[config.mk]
export PLATFORM = sky130hd
export DESIGN_NAME = alu_issue_unit_flat
export DESIGN_NICKNAME = d
export VERILOG_FILES = /design/src/rtl/alu_issue_unit_if.sv /design/src/rtl/alu_issue_unit.sv /design/src/flat_wrapper.sv
export SDC_FILE = /design/constraint.sdc
export NUM_CORES = 1
export LEC_CHECK = 0
export BUFFER_PORTS_ARGS = -buffer_cell sky130_fd_sc_hd__buf_2
export CORE_MARGIN = 10
export CORE_UTILIZATION = 46
export DETAILED_ROUTE_END_ITERATION = 8
export GPL_ROUTABILITY_DRIVEN = 0
export GPL_TIMING_DRIVEN = 0
export PLACE_DENSITY = 0.79
export SYNTH_ARGS = -nofsm -noshare
export SYNTH_HDL_FRONTEND = slang
export SYNTH_SLANG_ARGS = --single-unit
[constraint.sdc]
create_clock -name clk -period 4.35 [get_ports clk]
set_input_delay 0.2175 -clock clk [delete_from_list [all_inputs] [get_ports clk]]
set_output_delay 0.2175 -clock clk [all_outputs]
set_load 0.01 [all_outputs]
[src/rtl/alu_issue_unit_if.sv]
// Request and result handshake bundle between decode, the ALU issue unit and writeback.
// Both channels use valid/ready: a transfer happens on a rising clock edge where valid and ready are both high.
interface alu_issue_unit_if #(
    parameter int WIDTH = 32
);
    logic             in_valid;
    logic             in_ready;
    logic [1:0]       alu_op;
    logic [5:0]       funct;
    logic [WIDTH-1:0] opa;
    logic [WIDTH-1:0] opb;

    logic             res_valid;
    logic             res_ready;
    logic [WIDTH-1:0] res_data;
    logic             res_zero;
    logic             res_illegal;

    modport master (
        output in_valid, alu_op, funct, opa, opb, res_ready,
        input  in_ready, res_valid, res_data, res_zero, res_illegal
    );

    modport slave (
        input  in_valid, alu_op, funct, opa, opb, res_ready,
        output in_ready, res_valid, res_data, res_zero, res_illegal
    );
endinterface

[src/rtl/alu_issue_unit.sv]
// Two-stage ALU wrapper: S1 decodes and registers operands toward the ALU,
// S2 captures the combinational ALU result for writeback.
module alu_issue_unit #(
    parameter int WIDTH     = 32,
    parameter int CNT_WIDTH = 16
) (
    input  logic                 clk,
    input  logic                 reset,
    alu_issue_unit_if.slave      bus,
    output logic [WIDTH-1:0]     alu_left,
    output logic [WIDTH-1:0]     alu_right,
    output logic [3:0]           alu_control,
    input  logic [WIDTH-1:0]     alu_out,
    output logic [CNT_WIDTH-1:0] ops_done
);
    logic             s1_valid;
    logic             s1_illegal;
    logic             res_valid_q;
    logic [WIDTH-1:0] res_data_q;
    logic             res_zero_q;
    logic             res_illegal_q;

    logic [3:0] dec_control;
    logic       dec_illegal;

    logic s2_free;
    logic s1_adv;
    logic ready;
    logic accept;
    logic consume;

    always_comb begin
        dec_control = 4'b0010;
        dec_illegal = 1'b0;
        case (bus.alu_op)
            2'b00: dec_control = 4'b0010;
            2'b01: dec_control = 4'b0110;
            2'b10: begin
                case (bus.funct)
                    6'b100000: dec_control = 4'b0010;
                    6'b100010: dec_control = 4'b0110;
                    6'b100100: dec_control = 4'b0000;
                    6'b100101: dec_control = 4'b0001;
                    6'b101010: dec_control = 4'b0111;
                    6'b100111: dec_control = 4'b1100;
                    default:   dec_illegal = 1'b1;
                endcase
            end
            default: dec_illegal = 1'b1;
        endcase
    end

    // in_ready looks through S2 so a full pipe can still accept when the consumer drains this cycle.
    assign s2_free = !res_valid_q || bus.res_ready;
    assign s1_adv  = s1_valid && s2_free;
    assign ready   = !s1_valid || s2_free;
    assign accept  = bus.in_valid && ready;
    assign consume = res_valid_q && bus.res_ready;

    always_ff @(posedge clk or posedge reset) begin
        if (reset) begin
            s1_valid      <= 1'b0;
            s1_illegal    <= 1'b0;
            alu_left      <= '0;
            alu_right     <= '0;
            alu_control   <= 4'b0000;
            res_valid_q   <= 1'b0;
            res_data_q    <= '0;
            res_zero_q    <= 1'b0;
            res_illegal_q <= 1'b0;
            ops_done      <= '0;
        end else begin
            if (accept) begin
                s1_valid    <= 1'b1;
                s1_illegal  <= dec_illegal;
                alu_left    <= bus.opa;
                alu_right   <= bus.opb;
                alu_control <= dec_control;
            end else if (s1_adv) begin
                s1_valid <= 1'b0;
            end

            if (s1_adv) begin
                res_valid_q   <= 1'b1;
                res_data_q    <= alu_out;
                res_zero_q    <= (alu_out == '0);
                res_illegal_q <= s1_illegal;
            end else if (consume) begin
                res_valid_q <= 1'b0;
            end

            if (consume) begin
                ops_done <= ops_done + CNT_WIDTH'(1);
            end
        end
    end

    assign bus.in_ready    = ready;
    assign bus.res_valid   = res_valid_q;
    assign bus.res_data    = res_data_q;
    assign bus.res_zero    = res_zero_q;
    assign bus.res_illegal = res_illegal_q;
endmodule

[src/flat_wrapper.sv]
// flat-port wrapper written by rule: the top's interface ports become plain ports
module alu_issue_unit_flat 
#(
    parameter int WIDTH     = 32,
    parameter int CNT_WIDTH = 16
)
  (clk, reset, alu_left, alu_right, alu_control, alu_out, ops_done, bus_in_valid, bus_alu_op, bus_funct, bus_opa, bus_opb, bus_res_ready, bus_in_ready, bus_res_valid, bus_res_data, bus_res_zero, bus_res_illegal);
  alu_issue_unit_if #(.WIDTH(WIDTH)) bus_i ();
  input  logic clk;
  input  logic reset;
  output logic [WIDTH-1:0] alu_left;
  output logic [WIDTH-1:0] alu_right;
  output logic [3:0] alu_control;
  input  logic [WIDTH-1:0] alu_out;
  output logic [CNT_WIDTH-1:0] ops_done;
  input wire logic [$bits(bus_i.in_valid)-1:0] bus_in_valid;
  input wire logic [$bits(bus_i.alu_op)-1:0] bus_alu_op;
  input wire logic [$bits(bus_i.funct)-1:0] bus_funct;
  input wire logic [$bits(bus_i.opa)-1:0] bus_opa;
  input wire logic [$bits(bus_i.opb)-1:0] bus_opb;
  input wire logic [$bits(bus_i.res_ready)-1:0] bus_res_ready;
  output wire logic [$bits(bus_i.in_ready)-1:0] bus_in_ready;
  output wire logic [$bits(bus_i.res_valid)-1:0] bus_res_valid;
  output wire logic [$bits(bus_i.res_data)-1:0] bus_res_data;
  output wire logic [$bits(bus_i.res_zero)-1:0] bus_res_zero;
  output wire logic [$bits(bus_i.res_illegal)-1:0] bus_res_illegal;
  assign bus_i.in_valid = bus_in_valid;
  assign bus_i.alu_op = bus_alu_op;
  assign bus_i.funct = bus_funct;
  assign bus_i.opa = bus_opa;
  assign bus_i.opb = bus_opb;
  assign bus_i.res_ready = bus_res_ready;
  assign bus_in_ready = bus_i.in_ready;
  assign bus_res_valid = bus_i.res_valid;
  assign bus_res_data = bus_i.res_data;
  assign bus_res_zero = bus_i.res_zero;
  assign bus_res_illegal = bus_i.res_illegal;
  alu_issue_unit #(.WIDTH(WIDTH), .CNT_WIDTH(CNT_WIDTH)) u_core (.clk(clk), .reset(reset), .bus(bus_i), .alu_left(alu_left), .alu_right(alu_right), .alu_control(alu_control), .alu_out(alu_out), .ops_done(ops_done));
endmodule
# --- After elaboration in Yosys (flattened, before gate mapping) ---
# Cells that the tools add are included.
totals:
  inputBits: 108
  ff_bits: 121
  word_cells: 40
op_classes:
  add_sub_neg: 1
  reduce_logical: 13
  eq_ne: 8
  mux: 8
op_table:
  columns: ["operator", "count"]
  rows:
  - ["6-bit == test (second input constant)", 6]
  - ["32-bit zero test", 1]
  - ["4-bit one-hot mux with 5 select lines", 1]
  - ["16-bit by 1-bit adder with 16-bit output (second input constant)", 1]
  - ["4-bit one-hot mux with 2 select lines", 1]
  - ["6-bit OR reduction", 1]
  - ["1-bit two-way mux", 5]
  - ["2-bit nonzero test", 2]
  - ["1-bit logical AND", 3]
  - ["2-bit by 1-bit == test with 1-bit output (second input constant)", 1]
  - ["2-bit == test (second input constant)", 1]
  - ["1-bit zero test", 2]
  - ["2-bit zero test", 1]
  - ["1-bit logical OR", 2]
  - ["1-bit one-hot mux with 2 select lines", 1]
  - ["2-bit OR reduction", 1]

# --- Logic depth before layout (Yosys ltp) ---
logic_depth:
  depth_word: 5
  depth_mapped: 7

# --- Least setup slack after synthesis ---
# No wires, ideal clock.
synth_path:
  path_type: "register to register"
  from: "reg u_core.res_valid_q (netlist: u_core.bus.res_valid)"
  to: "reg u_core.res_data_q[10] (netlist: u_core.bus.res_data[10])"
  stages_incl_launch_ff: 5
  synth_period_minus_slack_ns: 1.406
  path_buffers: 1
  path_slack_ns: 2.944
  arrival_ns: 1.281
  setup_ns: 0.125
  path_cell_list: "dfrtp_1 nand2b_1 nand2_2 buf_2 mux2_2"
synth_between:
  elab_chain_cells: 3
synth_rtl:
  columns: ["item", "line", "text"]
  rows:
  - ["start: declaration", "alu_issue_unit.sv:18", "logic res_valid_q;"]
  - ["start signal: assignment", "alu_issue_unit.sv:67", "res_valid_q <= 1'b0;"]
  - ["start signal: assignment", "alu_issue_unit.sv:84", "res_valid_q <= 1'b1;"]
  - ["start signal: assignment", "alu_issue_unit.sv:89", "res_valid_q <= 1'b0;"]
  - ["1-bit zero test", "alu_issue_unit.sv:54", "assign s2_free = !res_valid_q || bus.res_ready;"]
  - ["1-bit logical OR", "alu_issue_unit.sv:54", null]
  - ["1-bit logical AND", "alu_issue_unit.sv:55", "assign s1_adv = s1_valid && s2_free;"]
  - ["end signal: assignment", "alu_issue_unit.sv:85", "res_data_q <= alu_out;"]
  - ["end: declaration", "alu_issue_unit.sv:19", "logic [WIDTH-1:0] res_data_q;"]
# No other way between the ends.
# A chain may end at the register's enable or synchronous reset.

# --- Final worst setup path ---
layout_path:
  from: "reg u_core.res_valid_q (netlist: u_core.bus.res_valid)"
  to: "reg u_core.res_data_q[4] (netlist: u_core.bus.res_data[4])"
# The elaborated chain is that of the path after synthesis.

==> results_dict.tcl <==
set metrics [dict create \
    grt_max_degree 65 \
    clk_pin_slew_ns 0.06 \
    syn_inst 455 \
    rr_worst_depth 4 \
    power_mw 3.53 \
    max_stage_delay_ns 0.45 \
    die_area_sq_um 15100 \
    worstPathArrival_ns 1.93 \
    cts_root_buffer "clkbuf_8" \
    viasPerCell 4.98 \
    cp_slowest_cell "dfrtp_1" \
    insertion_delay_ns 0.51 \
    finalSetupViolations 0 \
    hold_depth 3 \
    ys_types 33 \
    port-buffer-count 227 \
    timing.hold.ws_ns 0.0651 \
    wl_per_cell_um 17.7 \
    row_count 37 \
    worstSetupEndpointType "register" \
    worst-path-max-fanout 10 \
    post-route-min-period_ns 1.54 \
    fp.dieW_um 123 \
    rsz0062_at_grt "false" \
    crit_path_start_kind "register" \
    cts_tree "yes" \
    synth_top_area_cell "dfrtp_1" \
    dr.pass1.iters 5 \
    start_util_pct 47.1 \
    grt_pass1_wl_um 26400 \
    numClockSinks 121 \
    hold_class "primary input to register" \
    syn_to_final_growth_pct 60.3 \
    stdcell_count 951 \
    final_cell_mix "buf_2, nand2_1, dfrtp_1" \
    synth_fp_nets 567 \
    antenna_found_initial 2 \
    layout.nets 913 \
    placed_area_sq_um 6200 \
    ios 228 \
    setup_ws_ns 2.81 \
    overflow 0 \
    ir_drop_v 0.000216 \
    drive_gt1_share_pct 38.6 \
    placed_cells 819 \
    yosys-top-cells-area "dfrtp_1, nand2_1, mux2_2" \
    required_ns 4.74 \
    design_area_sq_um 7800 \
    first_iter_violations 334 \
    layout_commonest_cell "buf_2" \
    die_h_um 123 \
    cp_cell_sequence "nand2b_1 > nand2_2 > buf_2 > mux2_2" \
    setup_tns_ns 0 \
    final-hold-violation-count 0 \
    drcViolationCount 0 \
    status "finished clean" \
    post_cts_buffers 0 \
    synth_ff_type "dfrtp_1" \
    worst_slew_pin_slew_ns 0.527 \
    fin_skew_ns 0.0153 \
    yosysWarnings 0 \
    syn_area_per_cell_sq_um 10.7 \
    ys_seq_area_share_pct 62.3 \
    dpl.hpwl_um 11000 \
    htree_levels 4 \
    slew_viol_final 0 \
    ys_seq_elements 121 \
    path_class "register to register" \
    pre_cts_ws_ns 2.81 \
    clk_path_buf_depth 2 \
    finalCritPeriodShare_pct 35.4 \
    cts_resized 0 \
    relSlewSlack_pct 64.9 \
    syn_area_sq_um 4860 \
    maxCapViolations 0 \
    leakagePower_nw 4.13 \
    core_sq_um 10300 \
    antenna_left 0 \
    final_util_pct 75.5 \
    grt_pass1_vias 5068 \
    async_reset_ff_share_pct 100 \
    grt_usage_pct 22.3 \
    ctsHoldBuffers 99 \
    cts_buffers 17 \
    fmax_mhz 649 \
    synth-edff-count 0 \
    powerDensity_nw_per_um2 453 \
    synth.top_cell.area_share_pct 62.3 \
    via_count 4733 \
    wl_um 16900 \
]
state kept, by name (all words and copies together), names as in the netlist:
signal	flops
u_core.s1_valid	1
u_core.bus.res_valid	1
u_core.alu_control	4
u_core.ops_done	16
u_core.bus.res_data	32
u_core.bus.res_illegal	1
u_core.alu_right	32
u_core.bus.res_zero	1
u_core.s1_illegal	1
u_core.alu_left	32
path summary, 6_finish.rpt:
kind,startpoint,endpoint,slack (ns)
max in group asynchronous,reset,u_core.bus.res_data[10],3.33
min in group asynchronous,reset,u_core.alu_right[7],0.33
max reg2reg,u_core.bus.res_valid,u_core.bus.res_data[4],2.81
min reg2reg,u_core.alu_right[0],u_core.alu_right[0],0.47
min,bus_res_ready,u_core.s1_valid,0.07
max,u_core.bus.res_valid,u_core.bus.res_data[4],2.81
cell usage after synthesis (4+ instances only):
cell and n:
nand2b_1 4, nand4_1 7, nand3_1 5, nand2_1 204, mux2_2 35, xnor2_1 12, clkbuf_1 5, ha_1 4
buf_2 8, nor4_1 8, dfrtp_1 121, inv_1 6
kinds of logic (layout without fill, tap and decap cells):
| family | after synthesis | after routing | share of synthesized area, % |
|---|---|---|---|
| buffers and inverters | 24 | 383 | 2.60 |
| XOR/XNOR | 15 | 15 | 2.70 |
| AND/OR/NAND/NOR | 244 | 244 | 21.4 |
| flip-flops | 121 | 121 | 62.3 |
| other | 0 | 1 | 0 |
| multiplexers | 35 | 35 | 8.10 |
| adder cells (fa/ha/maj) | 4 | 4 | 1.03 |
| AO/OA/AOI/OAI | 12 | 12 | 1.88 |
critical path, delay by kind of cell, from the launching register on:
kind | cells | cell delay, ns
flip-flops | 1 | 0.45
AND/OR/NAND/NOR | 2 | 0.32
buffers and inverters | 1 | 0.29
multiplexers | 1 | 0.37
final cells by class:
class,instances,area (sq um)
antenna,1,2.50
buffer,18,104
clock buffer,21,459
clock inverter,11,143
fill,609,2530
inverter,6,27.5
multi-input combinational,310,1710
sequential,121,3030
tap,136,170
timing repair buffer,327,2150
power by group:
part	switching (mW)	total (mW)	leakage, nW	internal (mW)
Clock	0.490	1.41	0.294	0.916
Sequential	0.111	1.40	1.48	1.29
Combinational	0.384	0.721	2.36	0.337
layer usage:
layer / GRT usage (%) / vias to the layer above / share of wire [%]
met4: 10.8 / 0 / 3.2
met5: 0 / - / 0
met1: 23.6 / 2264 / 35
met3: 8.77 / 52 / 11
li1: - / 2174 / -
met2: 38.3 / 243 / 50
(Power assumes the default switching activity.)
